===== src/rtl/dmem_arb_pkg.sv =====
// -----------------------------------------------------------------------------
// dmem_arb_pkg
//   Shared definitions for the dmem port arbiter:
//     state_t  : FSM state encodings (ST_IDLE, ST_ISSUE, ST_WAIT)
//     PORT_CPU : index of the processor requester (port 0)
//     PORT_LD  : index of the loader/debug DMA requester (port 1)
// -----------------------------------------------------------------------------
package dmem_arb_pkg;

  typedef enum logic [1:0] {
    ST_IDLE  = 2'd0,
    ST_ISSUE = 2'd1,
    ST_WAIT  = 2'd2
  } state_t;

  localparam logic PORT_CPU = 1'b0;
  localparam logic PORT_LD  = 1'b1;

endpackage


===== src/rtl/dmem_arb_pick.sv =====
// -----------------------------------------------------------------------------
// dmem_arb_pick
//   Combinational winner select between the two dmem requesters.
//   Build option: DMEM_ARB_RR_EN
//     defined     : round-robin, a tie goes to the port that did not win last
//     not defined : fixed priority, port 0 (processor) always wins a tie
// Ports
//   i_req0, i_req1 : pending requests
//   i_last         : port index of the most recent grant
//   o_any          : at least one request pending
//   o_winner       : port index to serve (meaningful only when o_any = 1)
// -----------------------------------------------------------------------------
module dmem_arb_pick
  import dmem_arb_pkg::*;
(
  input  logic i_req0,
  input  logic i_req1,
  input  logic i_last,
  output logic o_any,
  output logic o_winner
);

  assign o_any = i_req0 | i_req1;

`ifdef DMEM_ARB_RR_EN
  always_comb begin
    o_winner = PORT_CPU;
    if (i_req0 && i_req1) begin
      o_winner = ~i_last;
    end else if (i_req1) begin
      o_winner = PORT_LD;
    end
  end
`else
  // Fixed priority never looks at the grant history.
  logic w_unused_last;
  assign w_unused_last = i_last;

  always_comb begin
    o_winner = PORT_CPU;
    if (!i_req0 && i_req1) begin
      o_winner = PORT_LD;
    end
  end
`endif

endmodule


===== src/rtl/dmem_port_arbiter.sv =====
// -----------------------------------------------------------------------------
// dmem_port_arbiter
//   Shares the single-port dmem syncram between port 0 (processor) and
//   port 1 (loader/debug DMA). One access is in flight at a time.
//   Build option: DMEM_ARB_RR_EN selects round-robin instead of fixed priority
//   (handled inside dmem_arb_pick).
//
// Handshake: a requester raises reqN with weN/addrN/wdataN stable and holds
//   them until it sees gntN (one-cycle pulse, the cycle the access is driven
//   onto dmem). A read result returns as a one-cycle rvalidN pulse exactly
//   RD_LAT+1 cycles after gntN, qualifying the shared rdata bus. There is no
//   back-pressure on rvalid; the requester must take rdata that cycle.
//
// Ports
//   clock, reset          : dmem clock, synchronous active-high reset
//   req/we/addr/wdata 0,1 : request side of each port
//   gnt0/gnt1             : grant pulses
//   rvalid0/rvalid1, rdata: read return
//   address_dmem/data/wren: dmem drive, q_dmem: dmem read data
//   busy                  : FSM not in IDLE
//   dbg_state             : current FSM state
// -----------------------------------------------------------------------------
module dmem_port_arbiter
  import dmem_arb_pkg::*;
#(
  parameter int ADDR_W = 12,
  parameter int DATA_W = 32,
  parameter int RD_LAT = 1
) (
  input  logic              clock,
  input  logic              reset,
  input  logic              req0,
  input  logic              req1,
  input  logic              we0,
  input  logic              we1,
  input  logic [ADDR_W-1:0] addr0,
  input  logic [ADDR_W-1:0] addr1,
  input  logic [DATA_W-1:0] wdata0,
  input  logic [DATA_W-1:0] wdata1,
  output logic              gnt0,
  output logic              gnt1,
  output logic              rvalid0,
  output logic              rvalid1,
  output logic [DATA_W-1:0] rdata,
  output logic [ADDR_W-1:0] address_dmem,
  output logic [DATA_W-1:0] data,
  output logic              wren,
  input  logic [DATA_W-1:0] q_dmem,
  output logic              busy,
  output state_t            dbg_state
);

  localparam int LAT_W = $clog2(RD_LAT + 1);
  localparam logic [LAT_W-1:0] LAT_LAST = LAT_W'(RD_LAT - 1);

  state_t            r_state;
  state_t            w_state_next;
  logic              w_accept;
  logic              w_capture;

  logic              w_any;
  logic              w_winner;
  logic              w_sel_we;
  logic [ADDR_W-1:0] w_sel_addr;
  logic [DATA_W-1:0] w_sel_wdata;

  logic              r_last;
  logic              r_winner;
  logic              r_we;
  logic [LAT_W-1:0]  r_lat_cnt;
  logic              r_gnt0;
  logic              r_gnt1;
  logic              r_rvalid0;
  logic              r_rvalid1;
  logic              r_wren;
  logic [ADDR_W-1:0] r_addr;
  logic [DATA_W-1:0] r_data;
  logic [DATA_W-1:0] r_rdata;

  dmem_arb_pick u_pick (
    .i_req0   (req0),
    .i_req1   (req1),
    .i_last   (r_last),
    .o_any    (w_any),
    .o_winner (w_winner)
  );

  always_comb begin
    w_sel_we    = we0;
    w_sel_addr  = addr0;
    w_sel_wdata = wdata0;
    if (w_winner == PORT_LD) begin
      w_sel_we    = we1;
      w_sel_addr  = addr1;
      w_sel_wdata = wdata1;
    end
  end

  // FSM state register
  always_ff @(posedge clock) begin
    if (reset) begin
      r_state <= ST_IDLE;
    end else begin
      r_state <= w_state_next;
    end
  end

  // FSM next state; w_accept/w_capture are the one-cycle load strobes.
  always_comb begin
    w_state_next = r_state;
    w_accept     = 1'b0;
    w_capture    = 1'b0;
    case (r_state)
      ST_IDLE: begin
        if (w_any) begin
          w_state_next = ST_ISSUE;
          w_accept     = 1'b1;
        end
      end
      ST_ISSUE: begin
        w_state_next = r_we ? ST_IDLE : ST_WAIT;
      end
      ST_WAIT: begin
        // q_dmem is valid RD_LAT cycles after ISSUE, i.e. in the WAIT cycle
        // where the counter sits at RD_LAT-1; the counter never saturates.
        if (r_lat_cnt == LAT_LAST) begin
          w_state_next = ST_IDLE;
          w_capture    = 1'b1;
        end
      end
      default: begin
        w_state_next = ST_IDLE;
      end
    endcase
  end

  // Datapath: dmem drive registers, grant/return pulses, latency counter.
  always_ff @(posedge clock) begin
    if (reset) begin
      r_last    <= PORT_LD;
      r_winner  <= PORT_CPU;
      r_we      <= 1'b0;
      r_lat_cnt <= '0;
      r_gnt0    <= 1'b0;
      r_gnt1    <= 1'b0;
      r_rvalid0 <= 1'b0;
      r_rvalid1 <= 1'b0;
      r_wren    <= 1'b0;
      r_addr    <= '0;
      r_data    <= '0;
      r_rdata   <= '0;
    end else begin
      // Pulses default low; they are set only for the single cycle after
      // their load strobe.
      r_gnt0    <= 1'b0;
      r_gnt1    <= 1'b0;
      r_wren    <= 1'b0;
      r_rvalid0 <= 1'b0;
      r_rvalid1 <= 1'b0;

      if (w_accept) begin
        r_winner <= w_winner;
        r_last   <= w_winner;
        r_we     <= w_sel_we;
        r_addr   <= w_sel_addr;
        r_data   <= w_sel_wdata;
        r_wren   <= w_sel_we;
        r_gnt0   <= (w_winner == PORT_CPU);
        r_gnt1   <= (w_winner == PORT_LD);
      end

      if (r_state == ST_ISSUE) begin
        r_lat_cnt <= '0;
      end else if (r_state == ST_WAIT) begin
        r_lat_cnt <= r_lat_cnt + LAT_W'(1);
      end

      if (w_capture) begin
        r_rdata   <= q_dmem;
        r_rvalid0 <= (r_winner == PORT_CPU);
        r_rvalid1 <= (r_winner == PORT_LD);
      end
    end
  end

  assign gnt0         = r_gnt0;
  assign gnt1         = r_gnt1;
  assign rvalid0      = r_rvalid0;
  assign rvalid1      = r_rvalid1;
  assign rdata        = r_rdata;
  assign address_dmem = r_addr;
  assign data         = r_data;
  assign wren         = r_wren;
  assign busy         = (r_state != ST_IDLE);
  assign dbg_state    = r_state;

endmodule


===== config.mk =====
export PLATFORM = sky130hd
export DESIGN_NAME = dmem_port_arbiter
export DESIGN_NICKNAME = d
export VERILOG_FILES = /design/src/rtl/dmem_arb_pkg.sv /design/src/rtl/dmem_arb_pick.sv /design/src/rtl/dmem_port_arbiter.sv
export SDC_FILE = /design/constraint.sdc
export NUM_CORES = 1
export LEC_CHECK = 0
export ABC_AREA = 1
export BUFFER_PORTS_ARGS = -buffer_cell sky130_fd_sc_hd__buf_2
export CORE_MARGIN = 5
export CORE_UTILIZATION = 44
export CTS_CLUSTER_DIAMETER = 100
export DETAILED_ROUTE_END_ITERATION = 8
export PLACE_DENSITY = 0.8
export SLEW_MARGIN = 10
export SYNTH_ARGS = -nofsm -noshare
export SYNTH_HDL_FRONTEND = slang
export SYNTH_SLANG_ARGS = --single-unit

===== constraint.sdc =====
create_clock -name clock -period 1.4 [get_ports clock]
set_clock_uncertainty 0.1 [all_clocks]
set_input_delay 0.28 -clock clock [delete_from_list [all_inputs] [get_ports clock]]
set_output_delay 0.28 -clock clock [all_outputs]
set_load 0.03 [all_outputs]

==> results of run 1 <==
[how the worst max path moves through the flow]
stage,startpoint,endpoint,depth (start not counted)
3_5_place_dp,req0,data[31],7
2_1_floorplan,dbg_state[1],address_dmem[0],8
5_1_grt,dbg_state[0],r_winner,7
4_1_cts,dbg_state[0],busy,3
6_report,dbg_state[0],r_winner,7
3_3_place_gp,req0,address_dmem[1],7
[tightest hold or removal path, delay by kind of cell]
family                 cells  cell delay, ns
buffers and inverters      1            0.08
AND/OR/NAND/NOR            2            0.11
[layer usage]
metal,up-vias,routed length (um)
met2,153,5280
met4,0,146
met1,1764,4190
met3,13,1010
met5,-,0
li1,2035,-
[state kept, by name (all words and copies together) (netlist names)]
register,cells
data,32
gnt1,1
r_winner,1
rvalid0,1
r_lat_cnt,1
rdata,32
address_dmem,12
r_we,1
dbg_state,2
rvalid1,1
wren,1
gnt0,1
[what timing repair did]
action                                  CTS  global route
gates resized for setup                   3             2
pin swaps                                 1             0
setup buffers                             2             0
endpoints found under the setup margin    1            23
cloned                                    0             0
[layout make-up]
class | instances | area (um2) | area share
sequential | 86 | 1730 | 0.345
multi-input combinational | 387 | 1660 | 0.333
timing repair buffer | 231 | 1250 | 0.250
clock buffer | 12 | 155 | 0.0310
tap | 105 | 131 | 0.0263
inverter | 12 | 45.0 | 0.00900
clock inverter | 4 | 31.3 | 0.00625
[power breakdown]
| group | internal (mW) | leakage [nW] | switching (mW) |
|---|---|---|---|
| clock network | 0.746 | 0.0848 | 0.852 |
| registers | 2.64 | 0.706 | 0.100 |
| logic | 0.502 | 2.06 | 0.928 |
[per-stage QoR]
step | total power, mW | instances | hold slack (ns) | cell area, um2
after floorplan | 3.72 | 519 | 0.315 | 3680
after detailed placement | 4.21 | 819 | 0.335 | 4790
after global placement | 4.18 | 819 | 0.332 | 4790
after global routing | 6.08 | 837 | 0.0363 | 5000
final | 5.77 | 837 | 0.0521 | 5000
after CTS | 5.83 | 837 | 0.0359 | 5000
[cell usage in the layout, fill, tap and decap left out]
cell type / netlist / routed
o21a_1: 1 / 1
nand3_1: 45 / 45
buf_2: 12 / 208
a21oi_2: 11 / 11
dfxtp_4: 0 / 1
nor3_1: 1 / 1
nand2_1: 213 / 213
and3_1: 1 / 1
nor2_4: 3 / 3
dfxtp_2: 0 / 1
a21oi_1: 7 / 7
o21ai_0: 31 / 31
nand2_2: 2 / 2
clkbuf_1: 5 / 1
clkbuf_8: 0 / 11
dfxtp_1: 86 / 84
buf_6: 9 / 3
inv_1: 8 / 8
inv_2: 4 / 4
nor2_1: 68 / 68
clkinv_4: 0 / 1
o21ai_4: 1 / 1
clkinvlp_4: 0 / 3
nor2_2: 1 / 1
buf_12: 0 / 2
buf_4: 4 / 18
o21ai_1: 2 / 2
[cells by family after synthesis]
logic type             after synthesis  synth area share
and+or+nand+nor                    334             0.365
DFF                                 86             0.468
AOI/OAI and AO/OA                   53            0.0871
buffers and inverters               46            0.0796
==> impl_metrics.tcl, run 1 <==
set metrics [dict create \
    cp_num_buf_inv 3 \
    yosysMostFrequentCell "nand2_1" \
    dpl.hpwl_mm 8.33 \
    grtUsageMet2 0.369 \
    slowest_stage "dfxtp_4" \
    relSlewSlack 0.820 \
    top_usage_layer "met2" \
    cp.arrival_ns 1.55 \
    antennaDiodeCount 0 \
    setup_violations 0 \
    clockRootBuffer "clkbuf_8" \
    min_path_cells 3 \
    drive_gt1_frac 0.369 \
    clock_path_buffers 2 \
    ir_drop_uv 784 \
    clk_pin_slew_ns 0.09 \
    num_vias 3965 \
    synth_commonest_cells "213 x nand2_1, 86 x dfxtp_1, 68 x nor2_1" \
    insertion_delay_ns 0.33 \
    fp.dieArea_mm2 0.0103 \
    yosys-top-cells-area "dfxtp_1 47%, nand2_1 22%, nor2_1 6.9%" \
    p_leak_nw 2.85 \
    worstPathMaxFanout 15 \
    hold_start "q_dmem[21]" \
    grt_pass1_vias 3759 \
    wl_mm 10.6 \
    wire_per_inst_um 12.7 \
    drtIter0Drc 97 \
    grt_start_max_net_pins 48 \
    antenna_found_initial 0 \
    vias_per_cell 4.74 \
    grt_pass1_wl_mm 16.6 \
    rows 33 \
    h-tree-depth 3 \
    hold_path_class "in2reg" \
    start_kind "flop" \
    critPathKind "reg2reg" \
    cts_buffers 9 \
    cp.required_ns 1.58 \
    cts_sinks 86 \
    tightest_slew_ns 0.269 \
    grt_remaining_overflow 0 \
    synth_cell_types 23 \
    finalCritPeriodShare 0.980 \
    cp_top_family "simple AND/OR/NAND/NOR gates" \
    nNetsFinal 853 \
    drc 0 \
    syn_to_final_growth_pct 36.0 \
    synth_top_area_share 0.468 \
    status "finished clean" \
    placement.io_buffers 209 \
    synth_edf_count 0 \
    io_pins 210 \
    reg2reg_from "dbg_state[0]" \
    ys_ff_latch 86 \
    endpoint_kind "flop" \
    fin_util 0.612 \
    groute.usage.overall 0.198 \
    r2r_cells 7 \
    fillCellCount 774 \
    max_stage_delay_ns 0.36 \
    fin_ws_ns 0.0273 \
    rrSetupSlack_ns 0.03 \
    slew_viol_final 0 \
    preCtsSetupSlack_ns 0.0895 \
    yosys.area.top_type "dfxtp_1" \
    hold_viol_final 0 \
    grt_util_met1 0.210 \
    initial_core_util 0.450 \
    rr_endpoint "r_winner" \
    syn_nets 645 \
    syn_avg_cell_area_um2 7.09 \
    p_per_area_mw_per_mm2 1150 \
    hold_buffers 0 \
    synth_ff_type "dfxtp_1" \
    ant_nets 0 \
    synth_area_mm2 0.00368 \
    cts_tree "yes" \
    core_mm2 0.00818 \
    drv_cap 0 \
    rsz0062_at_grt "yes" \
    syn_inst 519 \
    ys_seq_area_frac 0.468 \
    dieWidth_um 101 \
    synthArstFlopShare 0 \
    met3_usage 0.0744 \
    clock.fmax_mhz 728 \
    place_congestion 0.828 \
    drt_first_pass_iters 4 \
    synth_warnings 0 \
    period_minus_slack_ns 1.37 \
    chipHeight_um 101 \
    tns_ns 0 \
    min_delay_worst_endpoint "rdata[21]" \
    cp_cell_sequence "nor2_4, inv_2, buf_4, nor2_4, buf_4, nand3_1, nand2_1" \
]
Note: power is estimated with default switching activity, not from simulation.
==> run 2: changes to the inputs <==
--- a/config.mk
+++ b/config.mk
@@ -5,10 +5,10 @@
 export SDC_FILE = /design/constraint.sdc
 export NUM_CORES = 1
 export LEC_CHECK = 0
-export ABC_AREA = 1
 export BUFFER_PORTS_ARGS = -buffer_cell sky130_fd_sc_hd__buf_2
+export CORE_ASPECT_RATIO = 0.5
 export CORE_MARGIN = 5
-export CORE_UTILIZATION = 44
+export CORE_UTILIZATION = 43
 export CTS_CLUSTER_DIAMETER = 100
 export DETAILED_ROUTE_END_ITERATION = 8
 export PLACE_DENSITY = 0.8
==> run 2 against run 1 <==
  * Final cell count is 12% lower
  * Hold slack better by 0.026 ns
  * The flow now finishes with violations (negative setup slack)
  * Maximum frequency is 8.2% lower
  * Register-to-register slack worse by 0.12 ns
  * Core utilization is 8.6 points higher
  * Highest routed layer unchanged
  * Critical path depth stayed put
  * Synthesized area is 8.4% lower
==> impl_metrics.tcl, run 2 <==
set metrics [dict create \
    hold_viol_final 0 \
    yosys.area.top_type "dfxtp_1" \
    slew_viol_final 0 \
    cp_top_family "buffers and inverters" \
    finalCritPeriodShare 1.07 \
    p_per_area_mw_per_mm2 1230 \
    ys_seq_area_frac 0.511 \
    switching_power_mw 1.85 \
    fin_ws_ns -0.0961 \
    syn_nets 530 \
    synth_edf_count 0 \
    synth_ff_type "dfxtp_1" \
    intPower_mw 4.61 \
    period_minus_slack_ns 1.50 \
    power_frac_seq 0.420 \
    muxShareOfSynthArea 0 \
    drc 0 \
    syn_avg_cell_area_um2 8.34 \
    fp.dieArea_mm2 0.00981 \
    wl_mm 10.7 \
    h-tree-depth 3 \
    fillCellCount 612 \
    rsz0062_at_grt "yes" \
    synth_compound_area_frac 0.249 \
    cp.required_ns 1.55 \
    placement.io_buffers 209 \
    rrSetupSlack_ns -0.1 \
    tightest_slew_ns 0.626 \
    yosys.area_share.simple 0.189 \
    yosys.area_share.adder 0 \
    ir_drop_uv 714 \
    slowest_stage "dfxtp_4" \
    syn_to_final_growth_pct 55.2 \
    status "complete, but fails checks" \
    endpoint_kind "flop" \
    final-seq-area_mm2 0.00173 \
    dieWidth_um 135 \
    place_congestion 0.779 \
    dp_cells 705 \
    drive_gt1_frac 0.458 \
    clockRootBuffer "clkbuf_16" \
    drtIter0Drc 183 \
    yosys-top-cells-area "dfxtp_1 51%, nand2_1 15%, a22o_1 9.6%" \
    cts_sinks 86 \
    cp_cell_sequence "buf_6, buf_6, nor3b_4, buf_6, buf_12, nand2_1, a21oi_1" \
    min_path_cells 3 \
    worstPathMaxFanout 8 \
    groute.usage.overall 0.196 \
    num_vias 3585 \
    dpl.hpwl_mm 7.36 \
    nNetsFinal 746 \
    cp_num_cells 7 \
    mostFrequentLayoutCells "207 x buf_2, 129 x nand2_1, 84 x dfxtp_1, 38 x o21ai_0, 37 x a22o_1" \
    start_kind "flop" \
    yosysMostFrequentCell "nand2_1" \
    cp.arrival_ns 1.65 \
    crit_top_cell "buf_6" \
    syn_inst 404 \
    synth_commonest_cells "139 x nand2_1, 86 x dfxtp_1, 38 x o21ai_0" \
    io_pins 210 \
    cts_tree "yes" \
    preCtsSetupSlack_ns -0.119 \
    total_power_mw 6.45 \
    chipHeight_um 72.6 \
    synthArstFlopShare 0 \
    drt_first_pass_iters 7 \
    power_frac_comb 0.213 \
    final_cells 733 \
    core_mm2 0.00749 \
    initial_core_util 0.450 \
    setup_violations 74 \
    grt_pass1_wl_mm 15.6 \
    hold_path_class "in2reg" \
    relSlewSlack 0.582 \
    clkPwrFrac 0.366 \
    synth_area_mm2 0.00337 \
    failed_checks "negative setup slack" \
    final_common_cell "buf_2" \
    antenna_found_initial 0 \
    p_leak_nw 2.54 \
    synth_top_area_share 0.511 \
    ys_ff_latch 86 \
    drv_cap 0 \
    antennaDiodeCount 0 \
    multi_input_area_mm2 0.00161 \
    critPathKind "reg2reg" \
    r2r_cells 7 \
    grt_pass1_vias 3223 \
    synth_top_family_by_area "compound AO/OA/AOI/OAI gates" \
    synth_warnings 0 \
    max_stage_delay_ns 0.36 \
    rows 22 \
    grt_start_max_net_pins 38 \
    swShare 0.286 \
    insertion_delay_ns 0.33 \
    synth_cell_types 25 \
    clk_pin_slew_ns 0.06 \
    cp_num_buf_inv 4 \
    ant_nets 0 \
    wire_per_inst_um 14.6 \
    grt_remaining_overflow 0 \
    vias_per_cell 4.89 \
    clock_path_buffers 2 \
    synth_xor_area_frac 0 \
    cts_buffers 9 \
    clock.fmax_mhz 668 \
]
## run 2: layout make-up
cell class / instances / share of cell area
flip-flops and latches: 86 / 0.331
repair buffers: 239 / 0.277
clock inverters: 5 / 0.0112
well taps: 108 / 0.0258
clock buffers: 11 / 0.0464
multi-input cells: 283 / 0.308
inverters: 1 / 0.000718
## run 2: kinds of logic (layout without fill, tap and decap cells)
| logic type | after synthesis | in the layout |
|---|---|---|
| AND/OR/NAND/NOR | 155 | 155 |
| buffers and inverters | 35 | 256 |
| flip-flops | 86 | 86 |
| AO/OA/AOI/OAI | 128 | 128 |
## run 2: timing repair
item                                    CTS  global route
hold buffers                              0             0
resized for setup                         8            34
cloned                                    0             5
endpoints found under the setup margin    1            43
pin swaps                                 1            13
setup buffers                             4             4
## run 2: power by group through the flow
stage               registers (mW)  clock network, mW  logic, mW
floorplan                     3.07                  0      0.423
global placement              2.76                  0       1.22
detailed placement            2.76                  0       1.24
CTS                           2.70               2.41       1.27
global route                  2.73               2.54       1.48
finish                        2.71               2.37       1.38
## run 2: worst paths after layout
path,start,to
max reg2reg,dbg_state[0],rdata[12]
min,q_dmem[25],rdata[25]
max,dbg_state[0],rdata[12]
min reg2reg,rdata[31],rdata[31]
## run 2: tightest hold or removal path: stages
cell and delay [ns]:
buf_2 0.09, nand2_1 0.04, a21oi_1 0.05
## run 2: routing by layer
metal	wire length, um	part of all wire	vias to the layer above	global-route usage
met5	0	0	-	0
met4	214	0.020	0	0.0749
met3	722	0.067	22	0.0613
met2	5410	0.50	121	0.343
met1	4390	0.41	1627	0.230
li1	-	-	1815	-
## run 2: stage by stage
stage / hold WS, ns / setup TNS, ns / utilization / area (um2)
CTS: 0.0707 / -0.213 / 0.662 / 4960
detailed placement: 0.336 / -0.732 / 0.616 / 4610
global route: 0.0734 / -7.06 / 0.699 / 5230
floorplan: 0.312 / -0.229 / - / 3390
finish: 0.0783 / -2.37 / 0.699 / 5230
global placement: 0.329 / -0.0889 / 0.616 / 4610
==> run 3: changes to the inputs <==
--- a/config.mk
+++ b/config.mk
@@ -10,9 +10,11 @@
 export CORE_MARGIN = 5
 export CORE_UTILIZATION = 43
 export CTS_CLUSTER_DIAMETER = 100
+export CTS_CLUSTER_SIZE = 16
 export DETAILED_ROUTE_END_ITERATION = 8
 export PLACE_DENSITY = 0.8
 export SLEW_MARGIN = 10
 export SYNTH_ARGS = -nofsm -noshare
 export SYNTH_HDL_FRONTEND = slang
 export SYNTH_SLANG_ARGS = --single-unit
+export TNS_END_PERCENT = 20
==> run 3 against run 2 <==
  * The run still ends with negative setup slack left
  * Global-route usage is the same
  * First-iteration DRC count up 6.0%
  * Combinational power fell by 3%
  * Sequential share of layout area is 0.55 points higher
  * Wire length decreased by 2.0%
  * Sequential power barely moved
  * Total power fell by 0.77%
  * Largest cell class unchanged
  * Via count is 0.28% lower
  * Largest power group unchanged
  * Register-to-register slack improved by 0.02 ns
  * Non-clock buffer count fell by 3
  * Core utilization is 1.2 points lower
  * Cell area down 1.7%
==> impl_metrics.tcl, run 3 (synthesized netlist as in run 2, its figures left out) <==
set metrics [dict create \
    status "complete, but fails checks" \
    failed_checks "negative setup slack" \
    final_common_cell "buf_2" \
    fillCellCount 628 \
    cp.required_ns 1.56 \
    relSlewSlack 0.611 \
    r2r_cells 7 \
    preCtsSetupSlack_ns -0.119 \
    hold_viol_final 0 \
    wl_mm 10.5 \
    dieWidth_um 135 \
    groute.usage.overall 0.196 \
    worstPathMaxFanout 8 \
    final_cells 730 \
    antenna_found_initial 0 \
    dpl.hpwl_mm 7.36 \
    fp.dieArea_mm2 0.00981 \
    antennaDiodeCount 0 \
    grt_pass1_wl_mm 15.6 \
    h-tree-depth 3 \
    cts_buffers 9 \
    syn_to_final_growth_pct 52.7 \
    fin_ws_ns -0.0738 \
    drt_first_pass_iters 4 \
    holdWs_ns 0.0817 \
    drv_cap 0 \
    rsz0062_at_grt "yes" \
    rows 22 \
    drtIter0Drc 194 \
    cts_tree "yes" \
    grt_start_max_net_pins 38 \
    finalCritPeriodShare 1.05 \
    mostFrequentLayoutCells "207 x buf_2, 134 x nand2_1, 84 x dfxtp_1, 38 x o21ai_0, 37 x a22o_1" \
    insertion_delay_ns 0.33 \
    period_minus_slack_ns 1.47 \
    io_pins 210 \
    grt_pass1_vias 3223 \
    clock.fmax_mhz 679 \
    chipHeight_um 72.6 \
    fin_area_mm2 0.00514 \
    cts_sinks 86 \
    critPathKind "reg2reg" \
    placed_area_mm2 0.00461 \
    nNetsFinal 743 \
    drc 0 \
    multi_input_area_mm2 0.00158 \
    ant_nets 0 \
    core_mm2 0.00749 \
    clockRootBuffer "clkbuf_16" \
    tightest_slew_ns 0.583 \
    vias_per_cell 4.90 \
    place_congestion 0.779 \
    placement.io_buffers 209 \
    ir_drop_uv 703 \
    endpoint_kind "flop" \
    final-seq-area_mm2 0.00173 \
    clk_pin_slew_ns 0.06 \
    dp_cells 705 \
    grt_remaining_overflow 0 \
    hold_path_class "in2reg" \
    cp.arrival_ns 1.63 \
    min_path_cells 3 \
    num_vias 3575 \
    p_per_area_mw_per_mm2 1250 \
    setup_violations 47 \
    fin_util 0.687 \
    initial_core_util 0.450 \
    start_kind "flop" \
    wire_per_inst_um 14.4 \
    drive_gt1_frac 0.447 \
    clock_path_buffers 2 \
    slew_viol_final 0 \
    p_leak_nw 2.51 \
]
run 3: through the flow:
| stage | total power, mW | TNS (ns) |
|---|---|---|
| 6_report | 6.40 | -1.41 |
| 5_1_grt | 6.72 | -5.78 |
| 4_1_cts | 6.39 | -0.213 |
| 3_5_place_dp | 4.00 | -0.732 |
| 3_3_place_gp | 3.98 | -0.0889 |
| 2_1_floorplan | 3.49 | -0.229 |
run 3: worst max-delay path, stage by stage (launching register included):
cell     delay (ns)
dfxtp_4        0.36
buf_6          0.13
buf_6          0.11
nor3b_4        0.23
buf_6          0.15
buf_12         0.13
nand2_1        0.06
a21oi_1        0.13
run 3: final cells by class:
class | instances | area share
repair buffers | 236 | 0.272
clock buffers | 11 | 0.0472
inverters | 1 | 0.000730
multi-input cells | 283 | 0.306
well taps | 108 | 0.0263
flip-flops and latches | 86 | 0.336
clock inverters | 5 | 0.0114
run 3: routing by layer:
metal | wire (um) | vias to the layer above | track usage
met5 | 0 | - | 0
met2 | 5150 | 124 | 0.343
met1 | 4410 | 1622 | 0.230
met3 | 733 | 22 | 0.0613
li1 | - | 1807 | -
met4 | 221 | 0 | 0.0749
run 3: report_power, final:
group | internal (mW) | switching [mW]
combinational | 0.541 | 0.801
clock | 1.43 | 0.922
sequential | 2.62 | 0.0934
total | 4.59 | 1.82
run 3: path summary, 6_finish.rpt:
path                 from        end  slack (ns)
min reg2reg     rdata[26]  rdata[26]        0.35
min            q_dmem[25]  rdata[25]        0.08
max reg2reg  dbg_state[0]  rdata[12]       -0.07
max          dbg_state[0]  rdata[12]       -0.07
run 3: repair_timing:
action / CTS / global route
cloned: 0 / 3
setup endpoints to repair: 1 / 43
gates resized for setup: 8 / 24
setup buffers: 4 / 3
pin swaps: 1 / 7
hold buffers: 0 / 0
